**src/rtl/v810_pkg.sv**
```systemverilog
// V810 prefetch: shared types and constants.
// Fetch FSM states and the default reset vector.
package v810_pkg;

    typedef enum logic [1:0] {
        PF_IDLE,
        PF_REQ,
        PF_DROP
    } pf_state_t;

    localparam logic [31:0] V810_RESET_PC = 32'hFFFF_FFF0;

endpackage

```
**src/rtl/v810_hwfifo.sv**
```systemverilog
// V810 prefetch: halfword circular FIFO.
// Up to two halfwords in and two out per cycle; head pair always visible.
module v810_hwfifo #(
    parameter int DEPTH = 8
) (
    input  logic                     CLK,
    input  logic                     RES,
    input  logic                     clr,
    input  logic [1:0]               push_n,
    input  logic [31:0]              push_data,
    input  logic [1:0]               pop_n,
    output logic [31:0]              head,
    output logic [$clog2(DEPTH):0]   occ
);

    localparam int AW = $clog2(DEPTH);
    localparam int OW = AW + 1;

    logic [15:0]   mem [DEPTH];
    logic [AW-1:0] rd;
    logic [AW-1:0] wr;
    logic [AW-1:0] rd1;
    logic [AW-1:0] wr1;

    assign rd1  = rd + 1'b1;
    assign wr1  = wr + 1'b1;
    assign head = {mem[rd1], mem[rd]};

    always_ff @(posedge CLK or posedge RES) begin
        if (RES) begin
            rd  <= '0;
            wr  <= '0;
            occ <= '0;
        end else if (clr) begin
            rd  <= '0;
            wr  <= '0;
            occ <= '0;
        end else begin
            rd  <= rd + AW'(pop_n);
            wr  <= wr + AW'(push_n);
            occ <= occ + OW'(push_n) - OW'(pop_n);
        end
    end

    // lane 0 of push_data is always the earlier halfword
    always_ff @(posedge CLK) begin
        if (!clr) begin
            if (push_n != 2'd0)
                mem[wr] <= push_data[15:0];
            if (push_n == 2'd2)
                mem[wr1] <= push_data[31:16];
        end
    end

endmodule

```
**src/rtl/v810_prefetch.sv**
```systemverilog
// V810 instruction prefetch queue: word fetch FSM feeding a halfword
// queue that presents the next 1-2 halfwords at Q_PC to the decoder.
module v810_prefetch
    import v810_pkg::*;
#(
    parameter int          DEPTH_HW = 8,
    parameter logic [31:0] RESET_PC = V810_RESET_PC
) (
    input  logic        CLK,
    input  logic        RES,
    input  logic        CE,
    output logic [31:0] IA,
    input  logic [31:0] ID,
    output logic        IREQ,
    input  logic        IACK,
    input  logic        FLUSH,
    input  logic [31:0] FLUSH_PC,
    output logic [31:0] Q_PC,
    output logic [31:0] Q_DATA,
    output logic [1:0]  Q_CNT,
    input  logic [1:0]  Q_POP
);

    localparam int OW = $clog2(DEPTH_HW) + 1;

    pf_state_t   state;
    logic [31:0] pend;
    logic        skip;
    logic [OW-1:0] occ;
    logic [OW-1:0] occ_nxt;
    logic [1:0]  push_n;
    logic [1:0]  pop_n;
    logic [31:0] push_data;
    logic [31:0] flush_fa;
    logic        take;
    logic        room;
    logic        unused_bit;

    assign unused_bit = FLUSH_PC[0];
    assign flush_fa   = {FLUSH_PC[31:2], 2'b00};

    assign take      = (state == PF_REQ) && IACK && !FLUSH;
    assign push_n    = (CE && take) ? (skip ? 2'd1 : 2'd2) : 2'd0;
    assign push_data = skip ? {ID[15:0], ID[31:16]} : ID;
    assign pop_n     = (CE && !FLUSH) ? Q_POP : 2'd0;
    assign occ_nxt   = occ + OW'(push_n) - OW'(pop_n);
    assign room      = occ_nxt <= OW'(DEPTH_HW - 2);
    assign Q_CNT     = (occ >= OW'(2)) ? 2'd2 : occ[1:0];

    v810_hwfifo #(.DEPTH(DEPTH_HW)) u_fifo (
        .CLK       (CLK),
        .RES       (RES),
        .clr       (CE && FLUSH),
        .push_n    (push_n),
        .push_data (push_data),
        .pop_n     (pop_n),
        .head      (Q_DATA),
        .occ       (occ)
    );

    always_ff @(posedge CLK or posedge RES) begin
        if (RES) begin
            state <= PF_IDLE;
            IREQ  <= 1'b0;
            IA    <= {RESET_PC[31:2], 2'b00};
            pend  <= {RESET_PC[31:2], 2'b00};
            skip  <= RESET_PC[1];
            Q_PC  <= {RESET_PC[31:1], 1'b0};
        end else if (CE) begin
            if (FLUSH) begin
                Q_PC <= {FLUSH_PC[31:1], 1'b0};
                skip <= FLUSH_PC[1];
                // an outstanding access cannot be withdrawn: park the address
                if (state != PF_IDLE && !IACK) begin
                    state <= PF_DROP;
                    pend  <= flush_fa;
                end else begin
                    state <= PF_REQ;
                    IREQ  <= 1'b1;
                    IA    <= flush_fa;
                end
            end else begin
                Q_PC <= Q_PC + {29'd0, Q_POP, 1'b0};
                unique case (state)
                    PF_IDLE: begin
                        if (room) begin
                            state <= PF_REQ;
                            IREQ  <= 1'b1;
                        end
                    end
                    PF_REQ: begin
                        if (IACK) begin
                            IA   <= IA + 32'd4;
                            skip <= 1'b0;
                            if (!room) begin
                                state <= PF_IDLE;
                                IREQ  <= 1'b0;
                            end
                        end
                    end
                    PF_DROP: begin
                        if (IACK) begin
                            state <= PF_REQ;
                            IA    <= pend;
                        end
                    end
                    default: begin
                        state <= PF_IDLE;
                        IREQ  <= 1'b0;
                    end
                endcase
            end
        end
    end

    a_pop_legal: assert property (@(posedge CLK) disable iff (RES)
        (CE && !FLUSH) |-> (Q_POP <= Q_CNT));
    a_ia_stable: assert property (@(posedge CLK) disable iff (RES)
        (IREQ && !IACK) |=> $stable(IA));
    a_occ_max: assert property (@(posedge CLK) disable iff (RES)
        occ <= OW'(DEPTH_HW));

endmodule
```
**config.mk**
```make
export PLATFORM = sky130hd
export DESIGN_NAME = v810_prefetch
export DESIGN_NICKNAME = d
export VERILOG_FILES = /design/src/rtl/v810_pkg.sv /design/src/rtl/v810_hwfifo.sv /design/src/rtl/v810_prefetch.sv
export SDC_FILE = /design/constraint.sdc
export NUM_CORES = 1
export LEC_CHECK = 0
export ABC_CLOCK_PERIOD_IN_PS = 2800
export CORE_MARGIN = 4
export CORE_UTILIZATION = 51
export CTS_CLUSTER_DIAMETER = 150
export DETAILED_ROUTE_END_ITERATION = 10
export PLACE_DENSITY = 0.77
export SLEW_MARGIN = 5
export SYNTH_ARGS = -nofsm -noshare
export SYNTH_HDL_FRONTEND = slang
export SYNTH_SLANG_ARGS = --single-unit
```
**constraint.sdc**
```tcl
create_clock -name CLK -period 2.8 [get_ports CLK]
set_input_delay 0.28 -clock CLK [delete_from_list [all_inputs] [get_ports CLK]]
set_output_delay 0.28 -clock CLK [all_outputs]
set_load 0.03 [all_outputs]
```
### Word level (Yosys, flattened, before mapping)

Memories as Yosys holds them, arrays and structs flattened.
Cells that the tools add are included.

* input bits: 71
* word-level logic and storage cells: 84
* output and inout bits: 99
* register bits: 108
* RAM bits: 128
* memories kept: 1

Memory list
* u_fifo.mem: words 8, width 16, read ports 2, clocked after Yosys merged registers in 0, wr ports 2, line v810_hwfifo.sv:19 `logic [15:0] mem [DEPTH];`

* add/sub/neg operators: 8
* $lt $le $gt $ge: 2
* reduce and logical (&&, ||, !) cells: 19
* mux-type cells: 36
* equality and inequality tests: 9

Operator list (count)
* $mux 32: 6
* $pmux 32 s2: 1
* $add 32x3->32: 1
* $add 32x3->32 const B: 1
* $mux 2: 10
* $mux 1: 14
* $ne 3x3->1 const B: 4
* $reduce_and 5->1: 2
* $reduce_bool 2->1: 4
* $add 3x1->3 const B: 2
* $add 3x2->3: 2
* $logic_and 1x1->1: 6
* $mux 3: 2
* $pmux 2 s3: 1
* $reduce_and 3->1: 2
* $reduce_and 6->1: 1
* $add 4x2->4: 1
* $eq 2x2->1 const B: 2
* $ge 4x2->1 const B: 1
* $le 4x3->1 const B: 1
* $mux 4: 1
* $ne 2x2->1 const B: 2
* $sub 4x2->4: 1
* $pmux 1 s3: 1
* other kinds (4): 5

### Depth between registers and ports, before layout

* word-level depth: 12
* gate-level depth with buffers: 14
* depth with buffers taken out: 12

### Cells and area by module

Synthesis repeated with hierarchy kept, for this count alone.

* cell total of the unflattened synthesis: 1203
* area, all modules: 14654.1 um^2

By module, submodules not included
* v810_hwfifo: sequential area each 4093.9 um^2, times used 1, cells each 480, area each 8176.6 um^2
* v810_prefetch: sequential area each 2482.4 um^2, times used 1, cells each 723, area each 6477.5 um^2

### Least setup slack after synthesis

Ideal clock, no wire load.

* kind: input to register
* start: input FLUSH
* end: register state[0]
* setup time: 0.137 ns
* path buffers: 3
* required time: 2.663 ns
* cell stages on the path: 14
* setup slack: -0.229 ns
* arrival time: 2.892 ns
* cells stage by stage: buf_2 > clkinv_1 > clkbuf_1 > clkbuf_1 > and3_1 > ha_1 > inv_1 > ha_1 > fa_1 > xnor2_1 > nand3b_1 > and3_1 > a221oi_1 > o22ai_1

* cells in the longest elaborated chain, start to end: 9
* elaborated cells on any way between the ends: 15
* classes of those cells: add/sub: 2; order compare: 1; eq/ne: 4; mux: 3; reduce/logical: 5

RTL lines
* from (decl): line v810_prefetch.sv:16 `input logic FLUSH,`
* $logic_not 1->1: line v810_prefetch.sv:42, v810_prefetch.sv:45
* $logic_and 1x1->1: line v810_prefetch.sv:42 `assign take = (state == PF_REQ) && IACK && !FLUSH;`
* $logic_and 1x1->1: line v810_prefetch.sv:43 `assign push_n = (CE && take) ? (skip ? 2'd1 : 2'd2) : 2'd0;`
* $mux 2: line v810_prefetch.sv:43
* $add 4x2->4: line v810_prefetch.sv:46 `assign occ_nxt = occ + OW'(push_n) - OW'(pop_n);`
* $sub 4x2->4: line v810_prefetch.sv:46
* $le 4x3->1: line v810_prefetch.sv:47 `assign room = occ_nxt <= OW'(DEPTH_HW - 2);`
* $ne 3x3->1 (no source line)
* $reduce_and 5->1 (no source line)
* to (signal assigned): line v810_prefetch.sv:63 `state <= PF_IDLE;`
* to (signal assigned): line v810_prefetch.sv:75 `state <= PF_DROP;`
* to (signal assigned): line v810_prefetch.sv:78 `state <= PF_REQ;`
* to (decl): line v810_prefetch.sv:26 `pf_state_t state;`

Parallel ways exist; a longest one is shown, timed or not.
A chain may end at the register's enable or synchronous reset.

### Worst setup path in the final report

* start: register u_fifo.rd[0]
* end: output Q_DATA[30]

* cells in the longest elaborated chain, start to end: 2

RTL lines
* from (decl): line v810_hwfifo.sv:20 `logic [AW-1:0] rd;`
* from (signal assigned): line v810_hwfifo.sv:39 `rd <= rd + AW'(pop_n);`
* $add 3x1->3: line v810_hwfifo.sv:25 `assign rd1 = rd + 1'b1;`
* $mem_v2 8x16
* to (decl): line v810_prefetch.sv:19 `output logic [31:0] Q_DATA,`

No other way between the ends.

==> metrics.yaml <==
status:
  status: "finished clean"
yosys:
  yosysTopAreaCell: "edfxtp_1"
  yosysWarnings: 0
  ys_ff_latch: 233
  ys_top_cells_by_area: "edfxtp_1, dfstp_2, mux2_2"
  synth_top_area_share: 0.277
  synth_edf_count: 128
  synth_cells: 1105
  ys_types: 77
  synthesis.area_um2: 13900
  seq_area_frac_synth: 0.473
  synth_ff_type: "edfxtp_1"
  async_reset_ff_frac: 0.451
  avgSynthCellArea_um2: 12.6
place:
  place_ws_ps: -308
  gp_congestion: 0.911
  placed_cell_area_um2: 16300
  dp_hpwl_um: 26400
  dp_cells: 1603
  io_buffers: 165
sta:
  finalCriticalPeriod_ps: 2750
  hold_viol: 0
  slew_headroom: 0.370
  fin_tns_setup_ps: 0
  hold_slack_ps: 123
  fin_skew_ps: 9.43
  setup_viol: 0
  worst_pin_slew_ps: 943
  finalCritPeriodShare: 0.983
  max_freq_ghz: 0.363
  rsz0062_at_grt: "false"
  fin_ws_ps: 46.6
  slew_viol_final: 0
floorplan:
  row_count: 60
  die_area_um2: 30000
  pin_count: 170
  core_area_um2: 26900
  die_w_um: 173
  initial_core_util: 0.517
  die_h_um: 173
grt:
  grt_pass1_wl_um: 61900
  antenna_found_initial: 2
  grt_pass1_vias: 10786
  grt.total_usage: 0.255
  grt_overflow_total: 0
  grt_start_max_net_pins: 74
cells_and_area:
  final_core_util: 0.641
  fill_cells: 2001
  nNetsFinal: 1382
  post_layout_nonfiller_instances: 1655
  area_growth_pct: 23.8
  fin_area_um2: 17200
  final_common_cell: "mux2_2"
  final_cell_mix: "mux2_2, clkdlybuf4s50_1, edfxtp_1, dfstp_2, buf_4"
  layout-drive-gt1-share: 0.385
pwr:
  power_density_nw_per_um2: 831
  intPower_mw: 9.22
  p_leak_nw: 6.08
  p_switching_mw: 5.09
  ir_worst_vdd_uv: 681
  p_comb_frac: 0.403
  clkPwrFrac: 0.234
  switching_share: 0.356
  total_power_mw: 14.3
  power_frac_seq: 0.363
clocking:
  clk_pin_slew_worst_paths_ps: 60
  clk_path_buf_depth: 3
  h-tree-depth: 1
  clk_latency_ps: 530
  cts_sinks: 233
  cts-root-buf: "clkbuf_16"
  cts_hold_buf: 0
  cts_tree: "done"
  cts_made_buffers: 27
route:
  drt_iter0_drc: 1047
  drt-vias-per-instance: 6.51
  wl_um: 39500
  drc_errors: 0
  drtPass1Iterations: 5
  wl_per_cell_um: 23.9
  ant_nets: 0
  num_vias: 10773
worst_setup_path:
  arrival_ps: 2470
  worstPathMaxFanout: 15
  critPathCaptureType: "output pin"
  crit_slowest_cell: "dfrtp_4"
  worst_path_largest_cell_delay_ps: 530
  worstSetupPathType: "register to output pin"
  cp_cell_sequence: "ha_4 -> buf_12 -> mux4_2 -> mux2_2 -> clkdlybuf4s15_2"
  cp.required_ps: 2520
  start_kind: "register"
flow_run:
  max_cap_viol_count: 0
hold_path:
  min_path_type: "primary input to register"
==> timing repair <==
item | 4_1_cts | 5_1_grt
setup endpoints to repair | 28 | 14
pin swaps | 0 | 4
buffers inserted | 0 | 1
gates cloned | 0 | 1
gates resized for setup | 54 | 4
==> sequential cells by signal (all words and copies together), names as in the netlist, 2 cells and up <==
register / count
u_fifo.rd: 3
pend: 30
state: 2
u_fifo.wr: 3
IA: 30
u_fifo.occ: 4
Q_PC: 31
u_fifo.mem: 128
==> power by group through the flow <==
stage | logic (mW) | clock network [mW] | registers [mW]
2_1_floorplan | 3.28 | 0 | 5.65
3_3_place_gp | 5.63 | 0 | 5.20
3_5_place_dp | 5.75 | 0 | 5.21
4_1_cts | 5.71 | 3.40 | 5.17
5_1_grt | 6.14 | 3.56 | 5.27
6_report | 5.76 | 3.36 | 5.20
==> final cells by class <==
| type | instances | area [um2] | area share |
|---|---|---|---|
| multi-input combinational | 767 | 6950 | 0.404 |
| sequential | 233 | 6580 | 0.382 |
| timing repair buffer | 238 | 2310 | 0.134 |
| clock buffer | 37 | 738 | 0.0429 |
| tap | 341 | 427 | 0.0248 |
| inverter | 26 | 103 | 0.00596 |
| clock inverter | 12 | 101 | 0.00589 |
| antenna | 1 | 2.50 | 0.000145 |
==> layer usage <==
layer / share of wire / track usage
met3: 0.074 / 0.0426
met1: 0.39 / 0.337
met5: 0.00033 / 0
met2: 0.50 / 0.439
met4: 0.027 / 0.0688
==> cells by family after synthesis <==
logic type                 Yosys count  share of synthesized area
AOI/OAI and AO/OA                  240                      0.115
xor gates and xnor gates            10                    0.00684
adders and majority gates           18                     0.0178
buffers and inverters              107                     0.0349
DFF                                233                      0.473
muxes                              262                      0.263
other                                1                   0.000270
and+or+nand+nor                    234                     0.0891
==> synth_stat cells, types with 15 or more instances <==
cell	count
ha_1	15
mux2_2	190
o22ai_1	17
nor2_1	47
nand3_1	20
mux4_2	64
inv_1	25
nand2_1	52
clkbuf_1	31
dfstp_2	84
a21oi_1	64
dfrtp_1	21
nor3_1	17
edfxtp_1	128
o21ai_0	53
buf_2	28
==> final timing paths <==
check / to / cells after the start / slack (ps) / startpoint
max in group asynchronous: u_fifo.rd[0]$_DFF_PP0_ / 3 / 2170 / RES
min in group asynchronous: Q_PC[10]$_DFFE_PP1P_ / 2 / 140 / RES
max: Q_DATA[30] / 5 / 50 / u_fifo.rd[0]$_DFF_PP0_
max reg2reg: IREQ$_DFFE_PP0P_ / 11 / 140 / state[1]$_DFFE_PP0P_
min: skip$_DFFE_PP0P_ / 3 / 120 / CE
min reg2reg: IA[10]$_DFFE_PP1P_ / 2 / 520 / IA[10]$_DFFE_PP1P_
==> worst max-delay path: cells and delay by family (launching register included) <==
kind | cells | cell delay [ps]
buffers and inverters | 2 | 450
flip-flops | 1 | 530
multiplexers | 2 | 640
adder cells (fa/ha/maj) | 1 | 320
(Power assumes the default switching activity.)
